--- config.mk ---
export PLATFORM = sky130hd
export DESIGN_NAME = bias_loader
export DESIGN_NICKNAME = d
export VERILOG_FILES = /design/src/rtl/bias_loader_pkg.sv /design/src/rtl/bias_shadow_bank.sv /design/src/rtl/bias_loader.sv
export SDC_FILE = /design/constraint.sdc
export NUM_CORES = 1
export LEC_CHECK = 0
export BUFFER_PORTS_ARGS = -buffer_cell sky130_fd_sc_hd__buf_2
export CAP_MARGIN = 20
export CORE_MARGIN = 10
export CORE_UTILIZATION = 54
export CTS_CLUSTER_SIZE = 20
export DETAILED_ROUTE_END_ITERATION = 7
export PLACE_DENSITY = 0.78
export SLEW_MARGIN = 20
export SYNTH_ARGS = -nofsm -noshare
export SYNTH_HDL_FRONTEND = slang
export SYNTH_SLANG_ARGS = --single-unit
--- constraint.sdc ---
create_clock -name clk -period 1.42 [get_ports clk]
set_input_delay 0.284 -clock clk [delete_from_list [all_inputs] [get_ports clk]]
set_output_delay 0.284 -clock clk [all_outputs]
set_load 0.05 [all_outputs]
--- src/rtl/bias_loader_pkg.sv ---
// Shared constants for the bias loader and the bias select mux it feeds.
// The bias index encoding here doubles as the mux's 2-bit select encoding.
package bias_loader_pkg;

    localparam int DEFAULT_DATA_WIDTH = 8;
    localparam int BIAS_SLOTS         = 4;

    localparam logic [1:0] IDX_HID    = 2'd0;
    localparam logic [1:0] IDX_HID_10 = 2'd1;
    localparam logic [1:0] IDX_HID_20 = 2'd2;
    localparam logic [1:0] IDX_OUT    = 2'd3;

    typedef enum logic [1:0] {
        IDLE   = 2'd0,
        LOAD   = 2'd1,
        COMMIT = 2'd2
    } loaderState_t;

endpackage

--- src/rtl/bias_shadow_bank.sv ---
// Staging registers for an in-flight bias set: indexed single-word writes,
// synchronous clear, and all words readable in parallel for an atomic commit.
module bias_shadow_bank
    import bias_loader_pkg::*;
#(
    parameter int DATA_WIDTH = DEFAULT_DATA_WIDTH,
    parameter int NUM_BIAS   = BIAS_SLOTS
) (
    input  logic                                 clk,
    input  logic                                 clear_i,
    input  logic                                 wrEn_i,
    input  logic [1:0]                           wrIdx_i,
    input  logic [DATA_WIDTH-1:0]                wrData_i,
    output logic [NUM_BIAS-1:0][DATA_WIDTH-1:0]  rdData_o
);

    logic [NUM_BIAS-1:0][DATA_WIDTH-1:0] bank_q;

    always_ff @(posedge clk) begin
        if (clear_i) begin
            bank_q <= '0;
        end else if (wrEn_i) begin
            bank_q[wrIdx_i] <= wrData_i;
        end
    end

    assign rdData_o = bank_q;

endmodule

--- src/rtl/bias_loader.sv ---
// Collects four bias words over valid/ready into a shadow bank and commits
// them to the bias outputs in one edge so the mux never sees a partial set.
module bias_loader
    import bias_loader_pkg::*;
#(
    parameter int DATA_WIDTH = DEFAULT_DATA_WIDTH,
    parameter int NUM_BIAS   = BIAS_SLOTS
) (
    input  logic                  clk,
    input  logic                  rst,
    input  logic                  start_i,
    input  logic [DATA_WIDTH-1:0] in_data_i,
    input  logic                  in_valid_i,
    output logic                  in_ready_o,
    output logic [1:0]            wr_idx_o,
    output logic [DATA_WIDTH-1:0] bias_hid_o,
    output logic [DATA_WIDTH-1:0] bias_hid_10_o,
    output logic [DATA_WIDTH-1:0] bias_hid_20_o,
    output logic [DATA_WIDTH-1:0] bias_out_o,
    output logic                  loaded_o,
    output logic                  busy_o
);

    loaderState_t state_q, state_d;
    logic [1:0]   wrIdx_q, wrIdx_d;
    logic         loaded_q, loaded_d;
    logic         busy_q, busy_d;
    logic         transfer;

    logic [NUM_BIAS-1:0][DATA_WIDTH-1:0] biasSet_q, biasSet_d;
    logic [NUM_BIAS-1:0][DATA_WIDTH-1:0] shadowWords;

    assign transfer = (state_q == LOAD) && in_valid_i;

    bias_shadow_bank #(
        .DATA_WIDTH (DATA_WIDTH),
        .NUM_BIAS   (NUM_BIAS)
    ) shadowBank (
        .clk      (clk),
        .clear_i  (rst),
        .wrEn_i   (transfer),
        .wrIdx_i  (wrIdx_q),
        .wrData_i (in_data_i),
        .rdData_o (shadowWords)
    );

    always_comb begin
        state_d   = state_q;
        wrIdx_d   = wrIdx_q;
        loaded_d  = loaded_q;
        biasSet_d = biasSet_q;

        unique case (state_q)
            IDLE: begin
                if (start_i) begin
                    state_d  = LOAD;
                    wrIdx_d  = '0;
                    loaded_d = 1'b0;
                end
            end
            LOAD: begin
                // wrIdx wraps back to 0 on the last word, ready for the next load
                if (transfer) begin
                    wrIdx_d = wrIdx_q + 2'd1;
                    if (wrIdx_q == IDX_OUT) begin
                        state_d = COMMIT;
                    end
                end
            end
            COMMIT: begin
                biasSet_d = shadowWords;
                loaded_d  = 1'b1;
                state_d   = IDLE;
            end
            default: begin
                state_d = IDLE;
            end
        endcase

        busy_d = (state_d != IDLE);
    end

    always_ff @(posedge clk) begin
        if (rst) begin
            state_q   <= IDLE;
            wrIdx_q   <= '0;
            loaded_q  <= 1'b0;
            busy_q    <= 1'b0;
            biasSet_q <= '0;
        end else begin
            state_q   <= state_d;
            wrIdx_q   <= wrIdx_d;
            loaded_q  <= loaded_d;
            busy_q    <= busy_d;
            biasSet_q <= biasSet_d;
        end
    end

    assign in_ready_o    = (state_q == LOAD);
    assign wr_idx_o      = wrIdx_q;
    assign loaded_o      = loaded_q;
    assign busy_o        = busy_q;
    assign bias_hid_o    = biasSet_q[IDX_HID];
    assign bias_hid_10_o = biasSet_q[IDX_HID_10];
    assign bias_hid_20_o = biasSet_q[IDX_HID_20];
    assign bias_out_o    = biasSet_q[IDX_OUT];

endmodule

==> out/qor.txt, run 1 <==
GRT Residual Overflow -> 0
Cell family with most CP delay -> flip-flops
CTS tree -> yes
Worst path bufs/invs -> 1
Synth Area in Compound Gates -> 0.1510
Fmax -> 720.3 MHz
Final Hold Vio Count -> 0
Initial Utilization -> 0.5611
Met1 Resource Use GR -> 0.1793
CP peak stage delay -> 0.42 ns
Crit end category -> output pin
Final Skew -> 0.009678 ns
GR peak layer -> met2
Clock tree buffer depth -> 2
Synthesized area -> 0.002668 mm2
Register area share after synthesis -> 0.5253
Slew HR -> 0.7612
Most frequent cells in the layout -> nand2_1 (130), dfxtp_1 (66), a21oi_1 (54)
Port Buf Inserts -> 48
Syn Nets -> 334
Crit Path Class -> flop to output pin
Critical Path Start Type -> flop
Core Area -> 0.004755 mm2
Initial antenna violation count -> 0
Nets@finish -> 378
Filler cells -> 421
Hpwl dp -> 4036 um
# hold bufs at CTS -> 0
Leading cell type in the layout, fill and taps excluded -> nand2_1
Initial DRC count -> 116
Die height -> 90.29 um
Routed WL per cell -> 13.55 um
Synth area leader -> dfxtp_1
PwrDens -> 1249 mW/mm2
Top cells by area, synth -> dfxtp_1 (53%), nand2_1 (18%), a21oi_1 (10%), a21oi_2 (3.9%), nand4b_2 (2.3%)
Routing usage on met3 -> 0.04323
Num CTS Buffers -> 9
Clk root buf -> clkbuf_8
Via density -> 5.021
Syn avg cell area -> 8.389 um2
I/O Pins -> 49
Data required, critical path -> 1.14 ns
Vias in the first global route -> 2185
Synth Area in XOR/XNOR -> 0
Endpoints failing setup -> 0
Library cells used by synthesis -> 24
Seq cells post-synth -> 70
CP max FO -> 12
Worst-Margin Slew -> 0.3579 ns
RSZ-0062 raised after global routing -> false
Pin count of the biggest net entering global routing -> 38
Die area -> 0.008151 mm2
Skew-Pair Late Insertion Delay -> 0.35 ns
Total GRT Usage -> 0.1534
Synth-to-Final Area Change -> 19.28%
Synthesized-area fraction occupied by adder cells -> 0.01876
Worst vdd ir -> 0.6762 mV
Fin Setup TNS -> 0 ns
Gpl congestion -> 0.7944
Final wirelength -> 5879 um
HP Class -> input pin to flop
Final cycle utilization of the critical path -> 0.9777
Vias -> 2179
Worst slack, placed -> 0.09102 ns
Area after DPL -> 0.002930 mm2
Cells along the critical path -> and2b_1 -> buf_4
Ant diodes -> 0
Pins Over Slew Limit -> 0
Ys Warns -> 0
First-pass GRT wire length -> 10350 um
GRT met2 Usage -> 0.2439
Combinational family with the most area after synthesis -> simple AND/OR/NAND/NOR gates
Post-synthesis mux area share -> 0
WP data arrival -> 1.10 ns
Row count -> 25
MaxCap Viol Count -> 0
First drt pass iteration count -> 5
H-tree depth -> 3
Layout cells sized above 1 -> 0.2616
Status -> completed
Die Wd -> 90.29 um
Final Instance Area -> 0.003182 mm2
Final WS setup -> 0.03166 ns
DRC Markers -> 0
Static Leak -> 0.001263 uW
Synth Instances -> 318
Synth top area share -> 0.5253
CP max stage cell -> dfxtp_4
Clock Sinks -> 70
CTS clock-pin slew for the worst setup and hold paths -> 0.07 ns
Synth Area in Simple Gates -> 0.2467
Post-DRT Antenna Nets -> 0
Fin crit period -> 1.388 ns
Power Total -> 3975 uW
[synthesized netlist by cell type]
cell,instances
inv_1,3
nor2_1,2
a31oi_1,1
a21oi_1,54
ha_1,4
and4b_2,1
o21bai_2,1
and2b_1,2
clkbuf_1,8
nand2_1,130
nand3b_1,1
buf_2,7
buf_6,5
buf_4,3
o21ai_0,2
nor3_2,1
nor2b_1,1
nand4b_1,1
nor3b_1,1
nand4b_2,4
dfxtp_1,70
a21oi_2,12
and4b_1,3
nand2b_1,1
[through the flow]
| stage | std cells | utilization | hold slack (ns) |
|---|---|---|---|
| floorplan | 318 | - | 0.4200 |
| global placement | 417 | 0.6163 | 0.4415 |
| detailed placement | 417 | 0.6163 | 0.4443 |
| CTS | 434 | 0.6689 | 0.2012 |
| global route | 434 | 0.6692 | 0.2113 |
| finish | 434 | 0.6692 | 0.2177 |
[per-layer routing]
layer	part of all wire	routed length (um)
met2	0.48	2807
met3	0.060	351
met4	0.033	196
met1	0.43	2523
met5	0	0
[cell type report]
cell class	instances	area, um2	area share
flip-flops and latches	70	1414	0.4444
multi-input cells	222	1112	0.3496
repair buffers	56	327.8	0.1030
clock buffers	11	151.4	0.04758
well taps	67	83.83	0.02635
clock inverters	5	81.33	0.02556
inverters	3	11.26	0.003539
[worst paths after layout]
kind                                       from                              endpoint  slack [ns]  cells after the start
setup reg to reg       wr_idx_o[0]$_SDFFE_PP0P_  shadowBank.rdData_o[31]$_SDFFE_PP0P_        0.10                      4
setup / recovery          state_q[0]$_SDFF_PP0_                            in_ready_o        0.03                      2
hold reg to reg   bias_hid_10_o[4]$_SDFFE_PP0P_         bias_hid_10_o[4]$_SDFFE_PP0P_        0.45                      2
hold / removal                     in_data_i[7]  shadowBank.rdData_o[23]$_SDFFE_PP0P_        0.22                      3
[logic make-up after synthesis]
logic type,Yosys count
flops,70
simple gates,148
buf+inv,26
fa+ha+maj,4
compound gates,70
[state kept, by name, indices dropped and copies added, names as in the netlist]
| signal | cells |
|---|---|
| shadowBank.rdData_o | 32 |
| bias_hid_10_o | 8 |
| bias_hid_20_o | 8 |
| bias_hid_o | 8 |
| bias_out_o | 8 |
| state_q | 2 |
| wr_idx_o | 2 |
| busy_o | 1 |
| loaded_o | 1 |
[power by group]
part,leakage [uW],total [uW],switching [uW],internal (uW)
combinational,0.000580,162,111,50.5
sequential,0.000568,1990,16.2,1980
clock,0.000116,1820,737,1080
[worst register-to-register path, stage by stage, from the launching register on]
cell     delay, ns
dfxtp_4       0.38
ha_1          0.19
and4b_1       0.43
nand2_1       0.10
a21oi_1       0.14
[what timing repair did]
action	in CTS	in global routing
gates resized for setup	5	1
buffers inserted	1	0
setup endpoints to repair	1	3
Note: power is estimated with default switching activity, not from simulation.
==> inputs of run 2 (changes only) <==
- PLACE_DENSITY: 0.78 -> 0.86
- REMOVE_ABC_BUFFERS: default -> 1
==> run 2 against run 1 <==
- largest cell class unchanged
- clock power decreased by 13%
- sequential cell count stayed put
- worst hold slack improved by 0.011 ns
- sequential share of layout area up 0.14 points
- register-to-register slack gained 0.02 ns
- via count grew 1.9%
- wire length is 2.8% higher
- global-route usage is 0.23 points lower
- worst setup slack better by 0.0087 ns
- clock skew about the same
- die area unchanged
- power shrank 5.6%
- largest power group unchanged
==> out/qor.txt, run 2 (synthesized netlist as in run 1, its figures left out) <==
Final Non-Filler Cells -> 436 (was 434)
Synth-to-Final Area Change -> 18.57% (was 19.28%)
Die Wd -> 90.29 um (unchanged)
FF/Latch Area -> 0.001410 mm2 (was 0.001414 mm2)
Gpl congestion -> 0.7743 (was 0.7944)
Crit end category -> output pin (unchanged)
Data required, critical path -> 1.14 ns (about the same)
Initial DRC count -> 123 (was 116)
I/O Pins -> 49 (unchanged)
Placed cell count -> 419 (was 417)
Skew-Pair Late Insertion Delay -> 0.34 ns (was 0.35 ns)
Endpoints failing setup -> 0 (unchanged)
Clock Sinks -> 70 (unchanged)
Row count -> 25 (unchanged)
First-pass GRT wire length -> 10030 um (was 10350 um)
Area after DPL -> 0.002940 mm2 (was 0.002930 mm2)
Die area -> 0.008151 mm2 (unchanged)
Port Buf Inserts -> 48 (unchanged)
Worst-Margin Slew -> 0.3395 ns (was 0.3579 ns)
Fin crit period -> 1.380 ns (was 1.388 ns)
GRT Residual Overflow -> 0 (unchanged)
Core Area -> 0.004755 mm2 (unchanged)
Via density -> 5.092 (was 5.021)
Final Skew -> 0.01013 ns (was 0.009678 ns)
Max reg flops -> 32 (unchanged)
Clock tree buffer depth -> 2 (unchanged)
Initial antenna violation count -> 0 (unchanged)
Die height -> 90.29 um (unchanged)
Hold path start -> in_data_i[1] (was in_data_i[7])
Final WS setup -> 0.04039 ns (was 0.03166 ns)
DRC Markers -> 0 (unchanged)
FF-to-FF path depth -> 5 (was 4)
Vias in the first global route -> 2138 (was 2185)
Routed WL per cell -> 13.86 um (was 13.55 um)
Multi-input gate area -> 0.001114 mm2 (was 0.001112 mm2)
First drt pass iteration count -> 4 (was 5)
PwrDens -> 1186 mW/mm2 (was 1249 mW/mm2)
Ant diodes -> 0 (unchanged)
CTS tree -> yes (unchanged)
R2R Path Start -> wr_idx_o[0]$_SDFFE_PP0P_ (unchanged)
Initial Utilization -> 0.5611 (unchanged)
Fmax -> 724.8 MHz (was 720.3 MHz)
Final Instance Area -> 0.003163 mm2 (was 0.003182 mm2)
Filler cells -> 441 (was 421)
MaxCap Viol Count -> 0 (unchanged)
Hpwl dp -> 4205 um (was 4036 um)
WP data arrival -> 1.10 ns (about the same)
Final wirelength -> 6042 um (was 5879 um)
H-tree depth -> 3 (unchanged)
Vias -> 2220 (was 2179)
Num CTS Buffers -> 9 (unchanged)
Most frequent cells in the layout -> nand2_1 (130), dfxtp_1 (67), a21oi_1 (54) (was nand2_1 (130), dfxtp_1 (66), a21oi_1 (54))
Final cycle utilization of the critical path -> 0.9716 (was 0.9777)
Reg2reg end -> shadowBank.rdData_o[7]$_SDFFE_PP0P_ (was shadowBank.rdData_o[31]$_SDFFE_PP0P_)
Worst min-delay path endpoint -> shadowBank.rdData_o[25]$_SDFFE_PP0P_ (was shadowBank.rdData_o[23]$_SDFFE_PP0P_)
Slew HR -> 0.7737 (was 0.7612)
Status -> completed (unchanged)
Layout cells sized above 1 -> 0.2656 (was 0.2616)
Worst slack, placed -> 0.06547 ns (was 0.09102 ns)
Static Leak -> 0.001260 uW (was 0.001263 uW)
Worst vdd ir -> 0.6695 mV (was 0.6762 mV)
Post-DRT Antenna Nets -> 0 (unchanged)
Nets@finish -> 380 (was 378)
Pin count of the biggest net entering global routing -> 39 (was 38)
Crit Path Class -> flop to output pin (unchanged)
Clk root buf -> clkbuf_8 (unchanged)
CP max FO -> 2 (was 12)
CTS clock-pin slew for the worst setup and hold paths -> 0.08 ns (was 0.07 ns)
Hold path depth -> 3 (unchanged)
Pins Over Slew Limit -> 0 (unchanged)
Critical Path Start Type -> flop (unchanged)
HP Class -> input pin to flop (unchanged)
Total GRT Usage -> 0.1510 (was 0.1534)
Final Hold Vio Count -> 0 (unchanged)
Reg2Reg Setup Slack -> 0.12 ns (was 0.10 ns)
Leading cell type in the layout, fill and taps excluded -> nand2_1 (unchanged)
## run 2: cell count changes in the layout (fill, tap and decap cells not counted), sizes merged
cell | previous run | this run
bufinv | 2 | 1
clkinv | 2 | 4
buf | 56 | 57
## run 2: timing repair
item / 4_1_cts / 5_1_grt
hold buffers: 0 / 0
endpoints found under the setup margin: 1 / 20
buffers inserted: 1 / 0
gates resized for setup: 4 / 5
## run 2: metrics by stage
stage | setup TNS, ns | util | total power (uW) | hold WS [ns]
6_report | 0 | 0.6653 | 3752 | 0.2286
5_1_grt | -0.002863 | 0.6653 | 3876 | 0.2193
4_1_cts | 0 | 0.6634 | 3773 | 0.2160
3_5_place_dp | 0 | 0.6184 | 2208 | 0.4431
3_3_place_gp | 0 | 0.6184 | 2202 | 0.4394
2_1_floorplan | -9.223 | - | 2100 | 0.3464
## run 2: critical path: stages, from the launching register on
cell,delay (ns)
dfxtp_4,0.34
and2b_1,0.20
buf_4,0.20
## run 2: final cells by class
cell class                 count  share of cell area
timing repair buffer          58              0.1092
inverter                       3            0.003560
tap                           67             0.02650
clock buffer                  10             0.04351
clock inverter                 6             0.01938
multi-input combinational    222              0.3521
sequential                    70              0.4458
## run 2: layer usage
metal	wire length, um	vias up	global-route usage
met5	0	-	0
met4	121	0	0.07427
met3	479	12	0.06484
met2	2804	63	0.2361
met1	2636	1016	0.1731
li1	-	1129	-
## run 2: power breakdown
part / total, uW / internal (uW) / leakage, uW / switching, uW
registers: 1990 / 1980 / 0.000567 / 14.0
clock network: 1590 / 852 / 0.000102 / 736
logic: 172 / 54.2 / 0.000591 / 118
total: 3750 / 2880 / 0.00126 / 868
## run 2: worst max path at each step
stage / start / end / slack, ns / cells past startpoint
finish: state_q[1]$_SDFF_PP0_ / in_ready_o / 0.04 / 2
CTS: state_q[0]$_SDFF_PP0_ / in_ready_o / 0.008 / 2
global route: wr_idx_o[1]$_SDFFE_PP0P_ / shadowBank.rdData_o[27]$_SDFFE_PP0P_ / -0.003 / 4
detailed placement: wr_idx_o[0]$_SDFFE_PP0P_ / shadowBank.rdData_o[24]$_SDFFE_PP0P_ / 0.07 / 4
floorplan: state_q[0]$_SDFF_PP0_ / bias_hid_10_o[2]$_SDFFE_PP0P_ / -0.18 / 3
global placement: wr_idx_o[0]$_SDFFE_PP0P_ / shadowBank.rdData_o[30]$_SDFFE_PP0P_ / 0.15 / 4
==> inputs of run 3 (changes only) <==
- CORE_ASPECT_RATIO: default -> 1.5
- PLACE_DENSITY: 0.86 -> 0.9
==> run 3 against run 2 <==
- cell count shrank 0.46%
- via count grew 2.2%
- clock power shrank 7%
- worst setup slack lost 0.016 ns
==> out/qor.txt, run 3 (synthesized netlist as in run 1, its figures left out) <==
Status -> completed (unchanged)
Worst slack, placed -> 0.02621 ns (was 0.06547 ns)
Cell family with most CP delay -> flip-flops (unchanged)
Vias -> 2269 (was 2220)
Final Non-Filler Cells -> 434 (was 436)
First drt pass iteration count -> 4 (unchanged)
Worst-Margin Slew -> 0.2923 ns (was 0.3395 ns)
Die Wd -> 77.39 um (was 90.29 um)
R2R Path Start -> wr_idx_o[0]$_SDFFE_PP0P_ (unchanged)
Initial Utilization -> 0.5546 (was 0.5611)
Final Instance Area -> 0.003152 mm2 (was 0.003163 mm2)
CP max stage cell -> dfxtp_4 (unchanged)
Vias in the first global route -> 2169 (was 2138)
CP max FO -> 11 (was 2)
Filler cells -> 434 (was 441)
DRC Markers -> 0 (unchanged)
Synth-to-Final Area Change -> 18.15% (was 18.57%)
Hold path depth -> 3 (unchanged)
CTS tree -> yes (unchanged)
Die area -> 0.008209 mm2 (was 0.008151 mm2)
MaxCap Viol Count -> 0 (unchanged)
Crit end category -> output pin (unchanged)
Final wirelength -> 6133 um (was 6042 um)
CP peak stage delay -> 0.42 ns (was 0.34 ns)
Ant diodes -> 0 (unchanged)
Port Buf Inserts -> 48 (unchanged)
Critical Path Start Type -> flop (unchanged)
Fin Setup TNS -> 0 ns (unchanged)
Clock tree buffer depth -> 2 (unchanged)
Gpl congestion -> 0.8182 (was 0.7743)
CTS clock-pin slew for the worst setup and hold paths -> 0.07 ns (was 0.08 ns)
Static Leak -> 0.001254 uW (was 0.001260 uW)
Total GRT Usage -> 0.1449 (was 0.1510)
Placed cell count -> 416 (was 419)
Max reg flops -> 32 (unchanged)
Reg2Reg Setup Slack -> 0.14 ns (was 0.12 ns)
Clk root buf -> clkbuf_8 (unchanged)
PwrDens -> 1155 mW/mm2 (was 1186 mW/mm2)
Fin crit period -> 1.395 ns (was 1.380 ns)
Via density -> 5.228 (was 5.092)
GRT Residual Overflow -> 0 (unchanged)
I/O Pins -> 49 (unchanged)
Fmax -> 716.8 MHz (was 724.8 MHz)
Routed WL per cell -> 14.13 um (was 13.86 um)
Data required, critical path -> 1.14 ns (about the same)
Hold path start -> in_data_i[4] (was in_data_i[1])
Crit path launch -> state_q[0]$_SDFF_PP0_ (was state_q[1]$_SDFF_PP0_)
Num CTS Buffers -> 9 (unchanged)
Die height -> 106.1 um (was 90.29 um)
Pins Over Slew Limit -> 0 (unchanged)
Hold WS -> 0.2414 ns (was 0.2286 ns)
Post-DRT Antenna Nets -> 0 (unchanged)
Crit Path Class -> flop to output pin (unchanged)
Worst path bufs/invs -> 1 (unchanged)
Final cycle utilization of the critical path -> 0.9825 (was 0.9716)
Row count -> 31 (was 25)
Multi-input gate area -> 0.001115 mm2 (was 0.001114 mm2)
WP data arrival -> 1.11 ns (was 1.10 ns)
Skew-Pair Late Insertion Delay -> 0.33 ns (was 0.34 ns)
Most frequent cells in the layout -> nand2_1 (130), dfxtp_1 (66), a21oi_1 (54) (was nand2_1 (130), dfxtp_1 (67), a21oi_1 (54))
Leading cell type in the layout, fill and taps excluded -> nand2_1 (unchanged)
Cells along the critical path -> and2b_1 -> buf_4 (unchanged)
First-pass GRT wire length -> 9735 um (was 10030 um)
HP Class -> input pin to flop (unchanged)
Worst min-delay path endpoint -> shadowBank.rdData_o[28]$_SDFFE_PP0P_ (was shadowBank.rdData_o[25]$_SDFFE_PP0P_)
Final WS setup -> 0.02482 ns (was 0.04039 ns)
Initial antenna violation count -> 0 (unchanged)
Nets@finish -> 380 (unchanged)
H-tree depth -> 3 (unchanged)
Pin count of the biggest net entering global routing -> 34 (was 39)
Layout cells sized above 1 -> 0.2636 (was 0.2656)
Area after DPL -> 0.002924 mm2 (was 0.002940 mm2)
Final Hold Vio Count -> 0 (unchanged)
Endpoints failing setup -> 0 (unchanged)
Initial DRC count -> 170 (was 123)
Final Skew -> 0.003525 ns (was 0.01013 ns)
FF/Latch Area -> 0.001411 mm2 (was 0.001410 mm2)
FF-to-FF path depth -> 4 (was 5)
Core Area -> 0.004810 mm2 (was 0.004755 mm2)
Hpwl dp -> 4189 um (was 4205 um)
Clock Sinks -> 70 (unchanged)
Slew HR -> 0.8052 (was 0.7737)
Worst vdd ir -> 0.7265 mV (was 0.6695 mV)
Reg2reg end -> shadowBank.rdData_o[24]$_SDFFE_PP0P_ (was shadowBank.rdData_o[7]$_SDFFE_PP0P_)
## run 3: layout make-up
type,count,share of cell area
clock buffer,15,0.05915
tap,66,0.02620
inverter,3,0.003573
multi-input combinational,222,0.3537
sequential,70,0.4478
timing repair buffer,58,0.1096
## run 3: metal layers
| metal | track usage | wire [um] | vias up |
|---|---|---|---|
| met5 | 0 | 0 | - |
| li1 | - | - | 1124 |
| met3 | 0.05143 | 397 | 27 |
| met2 | 0.2464 | 3098 | 72 |
| met4 | 0.08770 | 292 | 0 |
| met1 | 0.1491 | 2345 | 1046 |
## run 3: stage by stage
step                  util  power [uW]
global route        0.6553        3772
finish              0.6553        3641
detailed placement  0.6080        2202
floorplan                -        2100
CTS                 0.6483        3657
global placement    0.6080        2197
## run 3: how the worst max path moves through the flow
| stage | end | slack [ns] | cells past startpoint |
|---|---|---|---|
| 6_report | in_ready_o | 0.02 | 2 |
| 3_5_place_dp | shadowBank.rdData_o[29]$_SDFFE_PP0P_ | 0.03 | 4 |
| 4_1_cts | shadowBank.rdData_o[29]$_SDFFE_PP0P_ | 0.00008 | 4 |
| 2_1_floorplan | bias_hid_10_o[2]$_SDFFE_PP0P_ | -0.18 | 3 |
| 5_1_grt | in_ready_o | -0.01 | 2 |
| 3_3_place_gp | shadowBank.rdData_o[30]$_SDFFE_PP0P_ | 0.16 | 4 |
## run 3: worst min-delay path, delay by kind of cell
kind | cells | cell delay [ns]
AOI/OAI and AO/OA | 1 | 0.05
and+or+nand+nor | 1 | 0.06
buffers and inverters | 1 | 0.14
## run 3: repair_timing
action                                  4_1_cts  5_1_grt
endpoints found under the setup margin        1       20
resized for setup                             4        7
endpoints found under the hold margin         0        0
setup buffers                                 0        3
hold buffers                                  0        0
## run 3: report_power, final
group	internal, uW	switching (uW)	total, uW	leakage [uW]
Combinational	53.0	116	169	0.000591
Sequential	1980	16.5	2000	0.000567
Clock	818	659	1480	0.0000958
